[src/rtl/rr_mux_if.sv]
// Handshake bundle for rr_mux: per-channel input streams, arbitration controls and the
// registered output stream. The slave modport is the mux side, master is the driver side.
interface rr_mux_if #(
  parameter int unsigned N  = 9,
  parameter int unsigned CH = 4
);
  localparam int unsigned SW = $clog2(CH);

  logic [CH*N-1:0] in;
  logic [CH-1:0]   in_valid;
  logic [CH-1:0]   in_ready;
  logic [SW-1:0]   sel;
  logic            mode;
  logic [N-1:0]    out;
  logic            out_valid;
  logic            out_ready;
  logic [SW-1:0]   out_ch;

  modport master (
    output in, in_valid, sel, mode, out_ready,
    input  in_ready, out, out_valid, out_ch
  );

  modport slave (
    input  in, in_valid, sel, mode, out_ready,
    output in_ready, out, out_valid, out_ch
  );
endinterface

[src/rtl/rr_mux.sv]
// CH-way arbitrating mux (fixed select or round-robin) into a single registered output slot.
// Define RR_MUX_XFER_CNT_EN to add a saturating 16-bit output-transfer counter port.
module rr_mux #(
  parameter int unsigned N  = 9,
  parameter int unsigned CH = 4
) (
  input  logic        clk,
  input  logic        rst_n,
`ifdef RR_MUX_XFER_CNT_EN
  output logic [15:0] xfer_cnt,
`endif
  rr_mux_if.slave     bus
);
  localparam int unsigned SW = $clog2(CH);

  logic [N-1:0]  out_q;
  logic [SW-1:0] out_ch_q;
  logic          out_valid_q;
  logic [SW-1:0] ptr_q;

  logic          grant_vld;
  logic [SW-1:0] grant_idx;
  logic [N-1:0]  grant_data;
  logic          load_en;
  logic          in_xfer;
  logic [CH-1:0] rdy;

  always_comb begin
    int unsigned idx;
    idx       = 0;
    grant_vld = 1'b0;
    grant_idx = '0;
    if (!bus.mode) begin
      if (32'(bus.sel) < CH && bus.in_valid[bus.sel]) begin
        grant_vld = 1'b1;
        grant_idx = bus.sel;
      end
    end else begin
      // Search starts just after the last winner and ends at the last winner itself.
      for (int unsigned i = 1; i <= CH; i++) begin
        idx = (32'(ptr_q) + i) % CH;
        if (!grant_vld && bus.in_valid[idx]) begin
          grant_vld = 1'b1;
          grant_idx = idx[SW-1:0];
        end
      end
    end
  end

  assign grant_data = bus.in[32'(grant_idx)*N +: N];
  assign load_en    = !out_valid_q || bus.out_ready;
  // rst_n gates the grant so in_ready is low for the whole time reset is held.
  assign in_xfer    = rst_n && load_en && grant_vld;

  always_comb begin
    rdy = '0;
    if (in_xfer) rdy[grant_idx] = 1'b1;
  end

  always_ff @(posedge clk or negedge rst_n) begin
    if (!rst_n) begin
      out_q       <= '0;
      out_ch_q    <= '0;
      out_valid_q <= 1'b0;
      ptr_q       <= SW'(CH - 1);
    end else if (in_xfer) begin
      out_q       <= grant_data;
      out_ch_q    <= grant_idx;
      out_valid_q <= 1'b1;
      ptr_q       <= grant_idx;
    end else if (bus.out_ready) begin
      out_valid_q <= 1'b0;
    end
  end

`ifdef RR_MUX_XFER_CNT_EN
  logic [15:0] cnt_q;

  always_ff @(posedge clk or negedge rst_n) begin
    if (!rst_n) begin
      cnt_q <= '0;
    end else if (out_valid_q && bus.out_ready && cnt_q != 16'hFFFF) begin
      cnt_q <= cnt_q + 16'd1;
    end
  end

  assign xfer_cnt = cnt_q;
`endif

  assign bus.in_ready  = rdy;
  assign bus.out       = out_q;
  assign bus.out_ch    = out_ch_q;
  assign bus.out_valid = out_valid_q;
endmodule

[src/flat_wrapper.sv]
// flat-port wrapper written by rule: the top's interface ports become plain ports
module rr_mux_flat 
#(
  parameter int unsigned N  = 9,
  parameter int unsigned CH = 4
)
  (clk, rst_n, bus_in, bus_in_valid, bus_sel, bus_mode, bus_out_ready, bus_in_ready, bus_out, bus_out_valid, bus_out_ch);
  rr_mux_if #(.N(N), .CH(CH)) bus_i ();
  input  logic clk;
  input  logic rst_n;
  input wire logic [$bits(bus_i.in)-1:0] bus_in;
  input wire logic [$bits(bus_i.in_valid)-1:0] bus_in_valid;
  input wire logic [$bits(bus_i.sel)-1:0] bus_sel;
  input wire logic [$bits(bus_i.mode)-1:0] bus_mode;
  input wire logic [$bits(bus_i.out_ready)-1:0] bus_out_ready;
  output wire logic [$bits(bus_i.in_ready)-1:0] bus_in_ready;
  output wire logic [$bits(bus_i.out)-1:0] bus_out;
  output wire logic [$bits(bus_i.out_valid)-1:0] bus_out_valid;
  output wire logic [$bits(bus_i.out_ch)-1:0] bus_out_ch;
  assign bus_i.in = bus_in;
  assign bus_i.in_valid = bus_in_valid;
  assign bus_i.sel = bus_sel;
  assign bus_i.mode = bus_mode;
  assign bus_i.out_ready = bus_out_ready;
  assign bus_in_ready = bus_i.in_ready;
  assign bus_out = bus_i.out;
  assign bus_out_valid = bus_i.out_valid;
  assign bus_out_ch = bus_i.out_ch;
  rr_mux #(.N(N), .CH(CH)) u_core (.clk(clk), .rst_n(rst_n), .bus(bus_i));
endmodule
[config.mk]
export PLATFORM = sky130hd
export DESIGN_NAME = rr_mux_flat
export DESIGN_NICKNAME = d
export VERILOG_FILES = /design/src/rtl/rr_mux_if.sv /design/src/rtl/rr_mux.sv /design/src/flat_wrapper.sv
export SDC_FILE = /design/constraint.sdc
export NUM_CORES = 1
export LEC_CHECK = 0
export CAP_MARGIN = 20
export CORE_UTILIZATION = 38
export CTS_CLUSTER_DIAMETER = 50
export DETAILED_ROUTE_END_ITERATION = 8
export PLACE_DENSITY_LB_ADDON = 0.1
export SLEW_MARGIN = 20
export SYNTH_ARGS = -nofsm -noshare
export SYNTH_HDL_FRONTEND = slang
export SYNTH_SLANG_ARGS = --single-unit
export TNS_END_PERCENT = 10
[constraint.sdc]
create_clock -name clk -period 2.29 [get_ports clk]
set_input_delay 0.3435 -clock clk [delete_from_list [all_inputs] [get_ports clk]]
set_output_delay 0.3435 -clock clk [all_outputs]
set_load 0.02 [all_outputs]
# ---- Word level (Yosys, flattened, before mapping)
# Cells that the tools add are included.
dict set report op_classes {
  add_sub_neg 4
  mul 1
  div 0
  magnitude_cmp 7
  n_eq_ne 0
  shifts 1
  n_mux 30
  bitwise_logic 0
  reduce_logical 12
}
# operator count
set op_table {}
lappend op_table {{36-bit by 7-bit variable part select with 9-bit output} 1}
lappend op_table {{2-bit by 3-bit less-than comparator with 1-bit output, second input constant} 6}
lappend op_table {{1-bit 2-to-1 mux} 17}
lappend op_table {{2-bit 2-to-1 mux} 6}
lappend op_table {{1-bit binary-select mux with 2-bit select} 5}
lappend op_table {{1-bit logical AND} 6}
lappend op_table {{2-bit by 4-bit multiplier with 6-bit output, second input constant} 1}
lappend op_table {{2-bit by 1-bit adder with 2-bit output, second input constant} 2}
lappend op_table {{2-bit adder, second input constant} 2}
lappend op_table {{1-bit logical NOT} 4}
lappend op_table {{4-bit 2-to-1 mux} 1}
lappend op_table {{1-bit demux with 2-bit select} 1}
lappend op_table {{2-bit by 1-bit >= comparator with 1-bit output, second input constant} 1}
lappend op_table {{2-bit nonzero test} 1}
lappend op_table {{1-bit logical OR} 1}
dict set report word_totals {
  ff_bits 14
  latchBits 0
  ramBits 0
  mem_bits_ro 0
  mem_count 0
}

# ---- Longest topological paths before layout
# Gate-level depths: netlist of the first run.
dict set report depth {
  depth_word 22
  ltp_mapped 8
}

# ---- Worst setup path after synthesis of the first run
# Ideal clock, no wire load.
dict set report synth_timing {
  kind {register to output}
  start {register u_core.ptr_q[1]}
  end {output port bus_in_ready[1]}
  arrival_time_ns 1.872
  t_required_ns 1.947
  setup_slack_ns 0.074
  path_stages_with_launch 7
  cell_sequence {dfstp_2 > buf_2 > nor2b_1 > o22a_2 > o311ai_2 > nand2_1 > nor3_1}
}
dict set report synth_between {
  elab_chain_cells 22
}
# element line_no
set synth_rtl {}
lappend synth_rtl {{start, declared} rr_mux.sv:19} ;# logic [SW-1:0] ptr_q;
lappend synth_rtl {{start signal, assigned} rr_mux.sv:65} ;# ptr_q <= SW'(CH - 1);
lappend synth_rtl {{start signal, assigned} rr_mux.sv:70} ;# ptr_q <= grant_idx;
lappend synth_rtl {{2-bit by 1-bit adder with 2-bit output} rr_mux.sv:41} ;# idx = (32'(ptr_q) + i) % CH;
lappend synth_rtl {{1-bit binary-select mux with 2-bit select} rr_mux.sv:42} ;# if (!grant_vld && bus.in_valid[idx]) begin
lappend synth_rtl {{1-bit 2-to-1 mux (not written as such)} rr_mux.sv:42}
lappend synth_rtl {{1-bit 2-to-1 mux} rr_mux.sv:42}
lappend synth_rtl {{1-bit 2-to-1 mux} rr_mux.sv:33} ;# if (!bus.mode) begin
lappend synth_rtl {{1-bit logical NOT} rr_mux.sv:42}
lappend synth_rtl {{1-bit logical AND} rr_mux.sv:42}
lappend synth_rtl {{1-bit 2-to-1 mux} rr_mux.sv:42}
lappend synth_rtl {{[... 6 more ...]} --}
lappend synth_rtl {{1-bit logical AND} rr_mux.sv:42}
lappend synth_rtl {{2-bit 2-to-1 mux} rr_mux.sv:42}
lappend synth_rtl {{2-bit 2-to-1 mux} rr_mux.sv:33}
lappend synth_rtl {{2-bit by 3-bit less-than comparator with 1-bit output (not written as such) / 2-bit by 1-bit >= comparator with 1-bit output (equally long branches)} rr_mux.sv:57} ;# if (in_xfer) rdy[grant_idx] = 1'b1;
lappend synth_rtl {{1-bit logical AND (not written as such)} rr_mux.sv:57}
lappend synth_rtl {{1-bit 2-to-1 mux (not written as such)} rr_mux.sv:57}
lappend synth_rtl {{1-bit demux with 2-bit select} --}
lappend synth_rtl {{4-bit 2-to-1 mux (*)} rr_mux.sv:57}
lappend synth_rtl {{end, declared} flat_wrapper.sv:16} ;# output wire logic [$bits(bus_i.in_ready)-1:0] bus_in_ready;
# Every way passes the cells marked *; elsewhere a longest branch is shown, timed or not. The select of a mux whose other input is x is not followed.

# ---- Worst setup path after layout of the first run
# Ends and elaborated chain as after synthesis.

==> results of run 1 <==
## registers in the layout (all words and copies together) (netlist names)
signal and flops:
u_core.bus.out 9, u_core.bus.out_valid 1, u_core.bus.out_ch 2, u_core.ptr_q 2
## metal layers
layer	up-vias	track usage, %
li1	574	-
met3	2	5.81
met1	606	28.0
met2	37	42.5
met5	-	0
met4	0	5.23
## cell usage after synthesis
library cell	n
nor3b_1	1
nand2_1	14
clkbuf_1	1
o221ai_2	9
nor2b_1	1
and3_1	1
o21ai_1	1
buf_2	2
nand3_1	1
or3b_1	1
o21ai_0	1
nand3_2	1
o221ai_1	1
a21oi_2	1
o311ai_2	1
o22ai_1	1
nand2b_1	3
nor3_1	3
dfstp_2	2
dfrtp_1	12
o22a_2	1
or2b_1	1
nor2_1	3
mux2i_1	21
nand3b_1	1
o41ai_4	1
or2_2	2
buf_6	5
inv_2	1
o21a_1	4
a21o_1	1
and2_1	1
a221oi_2	1
and3b_1	2
a211oi_1	1
## cell type report
| type | instances | area, µm² |
|---|---|---|
| clock buffers | 4 | 26.3 |
| repair buffers | 94 | 881 |
| multi-input cells | 81 | 786 |
| flip-flops and latches | 14 | 353 |
| inverters | 1 | 3.75 |
| well taps | 31 | 38.8 |
| fillers | 206 | 669 |
## per-stage QoR
step | total power, µW | setup slack (ns) | instance area, µm² | setup TNS [ns] | instances
floorplan | 756 | 0.0742 | 1110 | 0 | 104
global placement | 1060 | -0.652 | 1890 | -5.42 | 210
detailed placement | 1080 | -0.648 | 1890 | -5.86 | 210
CTS | 1280 | 0.00415 | 2020 | 0 | 222
global route | 1400 | -0.141 | 2090 | -0.307 | 225
finish | 1310 | -0.0455 | 2090 | -0.0719 | 225
## cells by family after synthesis
family	count (synthesis)	synth area share [%]
and+or+nand+nor	36	17.3
AOI/OAI and AO/OA	24	25.4
muxes	21	18.9
DFF	14	31.7
buffers and inverters	9	6.64
## worst min path at each step
stage	end	slack, ns	cells past startpoint
after floorplan	u_core.bus.out[0]	0.05	0
after global placement	u_core.bus.out[7]	0.47	2
after detailed placement	u_core.bus.out[8]	0.47	2
after CTS	u_core.bus.out[3]	0.44	2
after global routing	u_core.bus.out[3]	0.49	2
final	u_core.bus.out[3]	0.49	2
## worst max-delay path: stages (launching register included)
cell and delay (ns):
dfstp_2 0.60, nor2b_2 0.06, and3b_1 0.18, o311ai_4 0.33
nand2_2 0.14, nor3_2 0.23, buf_4 0.17
## repair_timing
action                                  CTS  global route
buffers inserted                          9             4
pin swaps                                 9             7
hold buffers                              0             0
resized for setup                        42            18
endpoints found under the setup margin   11            14
## power breakdown
part	switching, µW	internal [µW]
Sequential	55.0	328
Clock	80.8	67.6
Combinational	352	429
==> flow_metrics.py, run 1 <==
metrics = {
    "critical_path": {
        "crit_path_end": "bus_in_ready[1]",
        "worst_r2r_endpoint": "u_core.bus.out_ch[0]",
        "path_class": "reg -> out",
        "start_kind": "flop",
        "crit_path_end_kind": "output port",
        "arrival_ns": 1.99,
        "ff2ff_setup_slack_ns": 0.06,
        "path_max_fanout": 5,
        "cp.required_ns": 1.95,
        "r2r-start": "u_core.ptr_q[1]",
        "startpoint": "u_core.ptr_q[1]",
        "reg2reg_depth": 10,
    },
    "route": {
        "first_iter_violations": 38,
        "met3_length_um": 160,
        "wl_mm": 3.60,
        "wirelength_met1_mm": 1.47,
        "vias": 1219,
        "route.met2.wl_mm": 1.96,
        "highest-signal-layer": "met4",
        "postRouteAntennaNets": 0,
        "via_per_inst": 5.42,
        "dr.pass1.iters": 4,
        "wl_per_cell_um": 16.0,
        "drcViolationCount": 0,
    },
    "final_layout": {
        "area_delta_synth_final_pct": 87.7,
        "mostFrequentLayoutCell": "clkdlybuf4s50_1",
        "layout-drive-gt1-share_pct": 40.7,
        "final_cell_mix": "51 x clkdlybuf4s50_1, 29 x buf_4, 20 x mux2i_1",
        "finish.utilization_pct": 75.7,
        "fin_nets": 241,
        "n_antenna_cell": 0,
    },
    "timing": {
        "finalSetupViolations": 2,
        "worstMarginPinSlew_ns": 0.316,
        "period_share_pct": 102,
        "max_slew_margin_pct": 78.9,
        "drv_slew": 0,
        "skew_ns": 0.00599,
        "setup_ws_ns": -0.0455,
        "fin_crit_ns": 2.34,
        "fmax_mhz": 428,
        "finalHoldViolations": 0,
        "rsz0062_at_grt": "yes",
        "whs_ns": 0.490,
    },
    "power_and_ir_drop": {
        "leakagePower_uw": 0.000934,
        "power.density_nw_per_um2": 629,
        "peakVddDrop_v": 0.000547,
    },
    "status": {
        "failed_checks": "negative setup slack",
        "status": "finished, violations left",
    },
    "clocking": {
        "clock_path_buffers": 2,
        "htreeDepth": 1,
        "numCtsBuffers": 3,
        "clk_pin_slew_ns": 0.09,
        "cts_tree": "built",
        "cts_root_buffer": "clkbuf_4",
        "clock_sinks": 14,
        "insertion_delay_ns": 0.28,
    },
    "floorplanning": {
        "ios": 62,
        "die_y_um": 56.1,
        "start_util_pct": 40.3,
        "dieArea_um2": 3150,
        "rows": 19,
        "die_w_um": 56.1,
        "core-area_um2": 2760,
    },
    "hold_path": {
        "hold_class": "in -> async",
    },
    "synth": {
        "synth_nets": 150,
        "synthTopCellsByArea": "dfrtp_1 27%, mux2i_1 19%, o221ai_2 12%",
        "synth_top_area_share_pct": 27.0,
        "ys_types": 35,
        "synth-seq-cells": 14,
        "yosysSeqAreaShare_pct": 31.7,
        "syn-cell-area_um2": 1110,
        "synthCells": 104,
        "synth_top_area_cell": "dfrtp_1",
        "synth.avg_cell_area_um2": 10.7,
        "yosys_warnings": 0,
    },
    "grt": {
        "grt_pass1_wl_mm": 5.75,
        "grt_max_degree": 15,
        "antenna_found_initial": 0,
        "grt_pass1_vias": 1276,
        "gr-total-overflow": 0,
        "track_usage_pct": 23.5,
    },
    "place": {
        "port_buffers": 61,
        "hpwl_mm": 2.44,
        "place.gp.congestion": 0.812,
    },
    "job": {
        "max_cap_viol_count": 0,
    },
}
Power figures use the tool's default switching activity.
==> run 2, diff against run 1 <==
CAP_MARGIN = unset   (was 20)
==> results of run 2 <==
No change in the layout: final DEF, timing and power equal those of run 1.
